**src/rtl/uart_rx_oversampled.sv**
```systemverilog
`default_nettype none
// ============================================================================
// Module      : uart_rx_oversampled
// Description : 8N1-style UART receiver driven by an external oversampling
//               tick; validates the start bit, samples the data bits at their
//               centres and checks the stop bit.
// Revision    : 1.0 - initial release
// ============================================================================
module uart_rx_oversampled #(
    parameter int DATA_BITS = 8,
    parameter int BAUDCLOCK = 16
) (
    input  logic                 CLK,
    input  logic                 RST,
    input  logic                 BCLK,
    input  logic                 RX,
    output logic [DATA_BITS-1:0] DATA,
    output logic                 VALID,
    output logic                 FRAME_ERR,
    output logic                 BUSY
);

    localparam int c_CNT_W = $clog2(BAUDCLOCK);
    localparam int c_IDX_W = $clog2(DATA_BITS + 1);

    localparam logic [c_CNT_W-1:0] c_HALF_BIT = c_CNT_W'(BAUDCLOCK / 2 - 1);
    localparam logic [c_CNT_W-1:0] c_FULL_BIT = c_CNT_W'(BAUDCLOCK - 1);
    localparam logic [c_IDX_W-1:0] c_LAST_BIT = c_IDX_W'(DATA_BITS - 1);

    typedef enum logic [1:0] {
        S_IDLE  = 2'd0,
        S_START = 2'd1,
        S_DATA  = 2'd2,
        S_STOP  = 2'd3
    } state_t;

    state_t               r_state;
    logic                 r_rx_meta;
    logic                 r_rx_s;
    logic [c_CNT_W-1:0]   r_cnt;
    logic [c_IDX_W-1:0]   r_bit_idx;
    logic [DATA_BITS-1:0] r_shift;

    // Two-flop synchronizer; both flops reset to the idle line level.
    always_ff @(posedge CLK or posedge RST) begin
        if (RST) begin
            r_rx_meta <= 1'b1;
            r_rx_s    <= 1'b1;
        end else begin
            r_rx_meta <= RX;
            r_rx_s    <= r_rx_meta;
        end
    end

    always_ff @(posedge CLK or posedge RST) begin
        if (RST) begin
            r_state   <= S_IDLE;
            r_cnt     <= '0;
            r_bit_idx <= '0;
            r_shift   <= '0;
            DATA      <= '0;
            VALID     <= 1'b0;
            FRAME_ERR <= 1'b0;
            BUSY      <= 1'b0;
        end else begin
            VALID     <= 1'b0;
            FRAME_ERR <= 1'b0;
            if (BCLK) begin
                case (r_state)
                    S_IDLE: begin
                        if (!r_rx_s) begin
                            r_state <= S_START;
                            r_cnt   <= '0;
                            BUSY    <= 1'b1;
                        end
                    end
                    S_START: begin
                        if (r_cnt == c_HALF_BIT) begin
                            r_cnt <= '0;
                            if (!r_rx_s) begin
                                r_state   <= S_DATA;
                                r_bit_idx <= '0;
                            end else begin
                                // Line went back high before mid start bit: a glitch.
                                r_state <= S_IDLE;
                                BUSY    <= 1'b0;
                            end
                        end else begin
                            r_cnt <= r_cnt + c_CNT_W'(1);
                        end
                    end
                    S_DATA: begin
                        if (r_cnt == c_FULL_BIT) begin
                            r_cnt     <= '0;
                            r_shift   <= {r_rx_s, r_shift[DATA_BITS-1:1]};
                            r_bit_idx <= r_bit_idx + c_IDX_W'(1);
                            if (r_bit_idx == c_LAST_BIT) begin
                                r_state <= S_STOP;
                            end
                        end else begin
                            r_cnt <= r_cnt + c_CNT_W'(1);
                        end
                    end
                    S_STOP: begin
                        if (r_cnt == c_FULL_BIT) begin
                            // Leaving at mid stop bit lets an immediately following start bit be caught.
                            r_cnt   <= '0;
                            r_state <= S_IDLE;
                            BUSY    <= 1'b0;
                            if (r_rx_s) begin
                                DATA  <= r_shift;
                                VALID <= 1'b1;
                            end else begin
                                FRAME_ERR <= 1'b1;
                            end
                        end else begin
                            r_cnt <= r_cnt + c_CNT_W'(1);
                        end
                    end
                    default: begin
                        r_state <= S_IDLE;
                        BUSY    <= 1'b0;
                    end
                endcase
            end
        end
    end

endmodule
`default_nettype wire

```
**config.mk**
```make
export PLATFORM = sky130hd
export DESIGN_NAME = uart_rx_oversampled
export DESIGN_NICKNAME = d
export VERILOG_FILES = /design/src/rtl/uart_rx_oversampled.sv
export SDC_FILE = /design/constraint.sdc
export NUM_CORES = 1
export LEC_CHECK = 0
export ABC_AREA = 0
export CORE_UTILIZATION = 55
export DETAILED_ROUTE_END_ITERATION = 7
export PLACE_DENSITY = 0.75
export SYNTH_ARGS = -nofsm -noshare
export SYNTH_HDL_FRONTEND = slang
export SYNTH_SLANG_ARGS = --single-unit
export TNS_END_PERCENT = 50
```
**constraint.sdc**
```tcl
create_clock -name CLK -period 1.73 [get_ports CLK]
set_clock_uncertainty 0.1 [all_clocks]
set_input_delay 0.2595 -clock CLK [delete_from_list [all_inputs] [get_ports CLK]]
set_output_delay 0.2595 -clock CLK [all_outputs]
set_load 0.02 [all_outputs]
```
==> impl_results.md, run 1 <==
* Share of the synthesized area in the top cell type at 51.24%
* Fin area at 1748 um^2
* CP max stage delay at 0.61 ns
* Final Hold Viols at 0
* RR Endpoint: r_bit_idx[0]
* Synth async-reset ratio at 100.0%
* Critical path startpoint category: register
* # Max-Cap Violations at 0
* Pwr/cell area at 1190 nW/um^2
* Sequential fraction of the synthesis area at 54.95%
* Slowest stage cell, crit path: clkdlybuf4s50_1
* DPL Wire Length at 1731 um
* Met2 wire length at 1173 um
* Initial DRC Count at 11
* Transition time of the tightest slew-check pin at 0.3807 ns
* WP data arrival at 1.29 ns
* Clock root buffer: clkbuf_4
* Clock buffer depth at 2
* Vias at 967
* Area Overhead vs Synth at 23.41%
* Max Clk Rate at 607.2 MHz
* Total leakage power at 0.8002 nW
* Peak VDD IR at 0.0009508 V
* Worst skew pair latency at 0.32 ns
* Final total power at 0.002081 W
* Cells after DPL at 168
* Most used DFF post-synth: dfrtp_1
* Netlist cell types at 32
* EDFF count, synth at 0
* Max layer used: met4
* Drt first pass iters at 4
* Layout cells sized above 1 at 31.51%
* Mapped cell area at 1416 um^2
* Wire length on met3 at 92 um
* Overall routing resource usage at 21.60%
* Synth cell count leaders: dfrtp_1, mux2_2, nand2_1
* Largest net degree at the start of global routing at 32
* Post-Syn Instances at 117
* ANT cells at 0
* Vias in the first global route at 965
* Crit path required time at 1.37 ns
* Total CTS buffers at 5
* R2R Path Start: r_cnt[3]
* Dominant cells by area after synthesis: dfrtp_1, mux2_2, dfstp_2
* Synth Area in Simple Gates at 14.40%
* Largest family of logic cells by synthesized area: multiplexers
* Syn_nets at 123
* Critical path's top delay family: buffers and inverters
* Post-DP Area at 1664 um^2
* Post-route ant nets at 0
* Slew Viols, Final at 0
* Min-delay worst type: in2async
* DRC viols at 0
* Critical path buffers and inverters at 1
* First-pass GRT wire length at 4236 um
* Drt via density at 5.494
* Final WL at 2429 um
* Overflow after GRT at 0
* Die Ht at 52.75 um
* Worst-path cell chain: clkdlybuf4s50_1
* TritonCTS clock tree: yes
* Die Width at 52.75 um
* Setup TNS at 0 ns
* # clock sinks at 31
* Compound-gate portion of the synthesized area at 9.629%
* Post-Synth Adder-Cell Area at 1.767%
* Most frequent cell after synthesis: dfrtp_1
* Post-CTS Hold Buffers at 0
* Mux contribution to synthesized area at 15.72%
* RSZ-0062 raised after global routing: false
* Post-route insts no fill at 176
* R2R depth at 4
* Setup ws final at 0.08323 ns
* Status: finished clean
* # fillers at 176
* Final nets at 152
* Core area at 2455 um^2
* H-tree depth at 2
* Initial antenna violation count at 0
* Flop2flop setup slack at 0.10 ns
* Period utilisation layout at 95.19%
* Crit path time final at 1.647 ns
* Setup violations, final at 0
* Ports at 15
* Placer Congestion at 0.7893
* # rows at 18
* Crit Path Category: reg2out
* Largest area contributor in the netlist: dfrtp_1
* Synth Area in XOR/XNOR at 0%
* Starting Density at 57.70%
* Ys Warns at 0
* Relative slew slack at 74.62%
* Wire per inst at 13.80 um
* FF+latch count, synth at 31
* M1 WL at 1128 um
* Die Area at 2782 um^2
* Mean post-synth cell area at 12.11 um^2
* Max FO, Critical Path at 2
* DP Worst Slack at -0.09762 ns
* I/O Buffers at 14
* Worst Setup End Kind: output pin
* Clk slew on worst S/H paths at 0.09 ns
## cell type report
class | count | area, um^2 | area share, %
Clock inverter | 1 | 30.03 | 1.718
Clock buffer | 6 | 41.29 | 2.362
Inverter | 6 | 22.52 | 1.288
Sequential cell | 31 | 778.2 | 44.52
Tap cell | 30 | 37.54 | 2.147
Multi-Input combinational cell | 74 | 590.6 | 33.79
Timing Repair Buffer | 28 | 247.7 | 14.17
## registers in the layout, indices dropped and copies added, names as in the netlist, named ones only
signal,count
VALID,1
r_shift,8
r_rx_meta,1
r_bit_idx,4
FRAME_ERR,1
r_cnt,4
BUSY,1
DATA,8
r_rx_s,1
r_state,1
## report_power, final
group | leakage [nW] | switching [W] | internal (W)
Combinational | 0.362 | 0.000319 | 0.000303
Clock | 0.0383 | 0.000224 | 0.000298
Sequential | 0.400 | 0.000109 | 0.000828
## repair_timing
item	4_1_cts	5_1_grt
setup buffers	0	1
gates resized for setup	0	2
setup endpoints to repair	0	9
## layer usage
| metal | vias up | track usage [%] |
|---|---|---|
| li1 | 479 | - |
| met1 | 469 | 27.50 |
| met2 | 13 | 33.97 |
| met3 | 6 | 7.246 |
| met4 | 0 | 7.895 |
| met5 | - | 0 |
## metrics by stage
step	util, %	hold WS [ns]
global route	71.20	0.2189
finish	71.20	0.2091
floorplan	-	0.1640
global placement	67.79	0.2469
detailed placement	67.79	0.2516
CTS	70.69	0.2079
## placed cells by master (no fill, tap or decap), types with 2 or more instances in the layout
cell type and instances:
a21oi_1 6, a31oi_1 3, buf_4 14, clkbuf_4 5
clkdlybuf4s50_1 13, dfrtp_1 29, dfstp_2 2, inv_1 6
mux2_2 18, mux2i_1 2, nand2_1 7, nand2b_1 2
nand3_1 2, nor2_1 5, nor2b_1 2, nor3b_1 3
o21ai_0 4, o2bb2ai_1 4
## cell families (layout without fill, tap and decap cells)
logic type	after synthesis	in the layout
AOI/OAI and AO/OA	21	21
and+or+nand+nor	31	31
DFF	31	31
adders and majority gates	2	2
muxes	20	20
buffers and inverters	12	41
## worst max-delay path by stage
stage / start / to / slack [ns] / depth (start not counted)
floorplan: r_cnt[0] / r_shift[0] / 0.14 / 4
global placement: BCLK / r_shift[4] / -0.08 / 4
detailed placement: BCLK / r_shift[6] / -0.1 / 4
CTS: BUSY / BUSY / 0.05 / 1
global route: r_cnt[0] / r_shift[4] / 0.02 / 4
finish: DATA[4] / DATA[4] / 0.08 / 1
(Power assumes the default switching activity.)
==> inputs of run 2 (changes only) <==
--- a/config.mk
+++ b/config.mk
@@ -8,6 +8,7 @@
 export ABC_AREA = 0
 export CORE_UTILIZATION = 55
 export DETAILED_ROUTE_END_ITERATION = 7
+export HOLD_SLACK_MARGIN = 0.12
 export PLACE_DENSITY = 0.75
 export SYNTH_ARGS = -nofsm -noshare
 export SYNTH_HDL_FRONTEND = slang
==> constraint.sdc (replaced) <==
create_clock -name CLK -period 1.53 [get_ports CLK]
set_clock_uncertainty 0.1 [all_clocks]
set_input_delay 0.2295 -clock CLK [delete_from_list [all_inputs] [get_ports CLK]]
set_output_delay 0.2295 -clock CLK [all_outputs]
set_load 0.02 [all_outputs]
==> impl_results.md, run 2 (same netlist as run 1, synthesis figures left out) <==
* Status: finished with violations
* Failing checks: negative setup slack
* Die Ht at 52.75 um (unchanged)
* DPL Wire Length at 1827 um (+5.5%)
* Commonest non-fill, non-tap cell in the layout: dfrtp_1
* Die Area at 2782 um^2 (unchanged)
* WP data arrival at 1.70 ns (+0.41 ns)
* Core area at 2455 um^2 (unchanged)
* Post-route ant nets at 0 (unchanged)
* Peak VDD IR at 0.001238 V (+30%)
* Drt via density at 5.773 (+5.1%)
* Vias at 1,068 (+10%)
* Final Hold Viols at 0 (unchanged)
* CP max stage delay at 0.41 ns (-0.20 ns)
* Ports at 15 (unchanged)
* # Max-Cap Violations at 0 (unchanged)
* Layout cells sized above 1 at 38.71% (+7.2 points)
* I/O Buffers at 14 (unchanged)
* Final WL at 3090 um (+27%)
* Initial DRC Count at 12 (+1)
* Overall routing resource usage at 22.41% (+0.81 points)
* Clk slew on worst S/H paths at 0.09 ns (about the same)
* Crit path time final at 1.575 ns
* Slowest stage cell, crit path: dfrtp_1
* Worst-case hold slack at 0.2178 ns (+0.008702 ns)
* # rows at 18 (unchanged)
* Wire per inst at 16.70 um (+21%)
* Starting Density at 57.70% (unchanged)
* # fillers at 170 (-3.4%)
* Clock root buffer: clkbuf_4
* Max Clk Rate at 634.8 MHz
* Relative slew slack at 80.69% (+6.1 points)
* Worst skew pair latency at 0.35 ns (+0.03 ns)
* Flop2flop setup slack at -0.05 ns (-0.15 ns)
* Worst-path cell chain: ha_4, nand4_1, nor2_4, buf_12, mux2_4
* Slew Viols, Final at 0 (unchanged)
* Transition time of the tightest slew-check pin at 0.2856 ns (-0.09515 ns)
* Min-delay worst type: in2reg
* Drt first pass iters at 4 (unchanged)
* Critical path startpoint category: register
* Crit Path Category: reg2reg
* Crit path required time at 1.66 ns (+0.29 ns)
* Hold path depth at 1
* Most frequent cells in the layout: dfrtp_1, buf_4, dlygate4sd2_1
* Max FO, Critical Path at 8 (+6)
* Clock buffer depth at 2 (unchanged)
* Placer Congestion at 0.7898 (about the same)
* Final nets at 160 (+5.3%)
* First-pass GRT wire length at 4250 um (+0.33%)
* Setup ws final at -0.04524 ns (-0.1285 ns)
* DRC viols at 0 (unchanged)
* Largest net degree at the start of global routing at 32 (unchanged)
* Period utilisation layout at 103.0%
* TritonCTS clock tree: yes
* # clock sinks at 31 (unchanged)
* Total leakage power at 0.9199 nW (+15%)
* Pwr/cell area at 1396 nW/um^2 (+17%)
* Vias in the first global route at 966 (+0.10%)
* Registers with the highest flip-flop counts: DATA x8, r_shift x8
* Die Width at 52.75 um (unchanged)
* Cells after DPL at 172 (+2.4%)
* Worst Setup End Kind: register
* Post-route insts no fill at 185 (+5.1%)
* Total CTS buffers at 5 (unchanged)
* Setup violations, final at 10 (+10)
* Initial antenna violation count at 0 (unchanged)
* RSZ-0062 raised after global routing: true
* Area Overhead vs Synth at 34.72%
* ANT cells at 0 (unchanged)
* R2R depth at 5 (+1)
* H-tree depth at 2 (unchanged)
* Overflow after GRT at 0 (unchanged)
run 2: cell types whose count changed in the layout (fill, tap and decap cells not counted), sizes merged:
cell	before	now
clkinv	0	1
dlygate4sd2	0	11
dlymetal6s2s	1	0
clkdlybuf4s50	13	3
dlygate4sd3	0	1
buf	14	21
run 2: cell type report:
class | count | area [um^2] | area share (%)
Sequential cell | 31 | 780.7 | 40.92
Multi-Input combinational cell | 74 | 661.9 | 34.69
Timing Repair Buffer | 36 | 319.1 | 16.72
Clock buffer | 6 | 51.30 | 2.689
Tap cell | 30 | 37.54 | 1.967
Clock inverter | 2 | 35.03 | 1.836
Inverter | 6 | 22.52 | 1.180
run 2: path summary, 6_finish.rpt:
path	to	startpoint
setup reg to reg	r_shift[5]	r_cnt[0]
min in group asynchronous	r_state[0]	RST
hold reg to reg	r_rx_s	r_rx_meta
hold / removal	r_rx_meta	RX
setup / recovery	r_shift[5]	r_cnt[0]
max in group asynchronous	r_rx_meta	RST
run 2: metrics by stage:
stage | setup TNS, ns | util [%] | area [um^2] | power (W) | setup slack [ns]
2_1_floorplan | 0 | - | 1438 | 0.001563 | 0.003354
3_3_place_gp | -5.473 | 70.39 | 1728 | 0.001849 | -0.2930
3_5_place_dp | -6.251 | 70.39 | 1728 | 0.001891 | -0.3333
4_1_cts | -0.1521 | 74.06 | 1818 | 0.002559 | -0.02767
5_1_grt | -1.582 | 77.73 | 1908 | 0.002807 | -0.09460
6_report | -0.3240 | 77.73 | 1908 | 0.002664 | -0.04524
run 2: where the power goes:
part	switching (W)	internal, W	total, W	leakage, nW
clock network	0.000288	0.000386	0.000674	0.0482
registers	0.000139	0.000941	0.00108	0.398
logic	0.000431	0.000478	0.000909	0.473
run 2: routing by layer:
layer | track usage (%) | part of all wire (%) | up-vias
met5 | 0 | 0 | -
met4 | 7.895 | 1.7 | 0
met3 | 8.696 | 4.0 | 6
met2 | 35.23 | 51 | 25
met1 | 27.95 | 43 | 538
li1 | - | - | 499
run 2: timing repair:
item | 4_1_cts | 5_1_grt
resized for setup | 14 | 12
setup buffers | 0 | 4
pin swaps | 1 | 5
hold buffers | 1 | 0
endpoints found under the setup margin | 30 | 23
endpoints found under the hold margin | 7 | 0
run 2: critical path: cells and delay by family, from the launching register on:
family,cells,cell delay [ns]
adder cells (fa/ha/maj),1,0.17
AND/OR/NAND/NOR,2,0.35
multiplexers,1,0.30
flip-flops,1,0.41
buffers and inverters,1,0.14
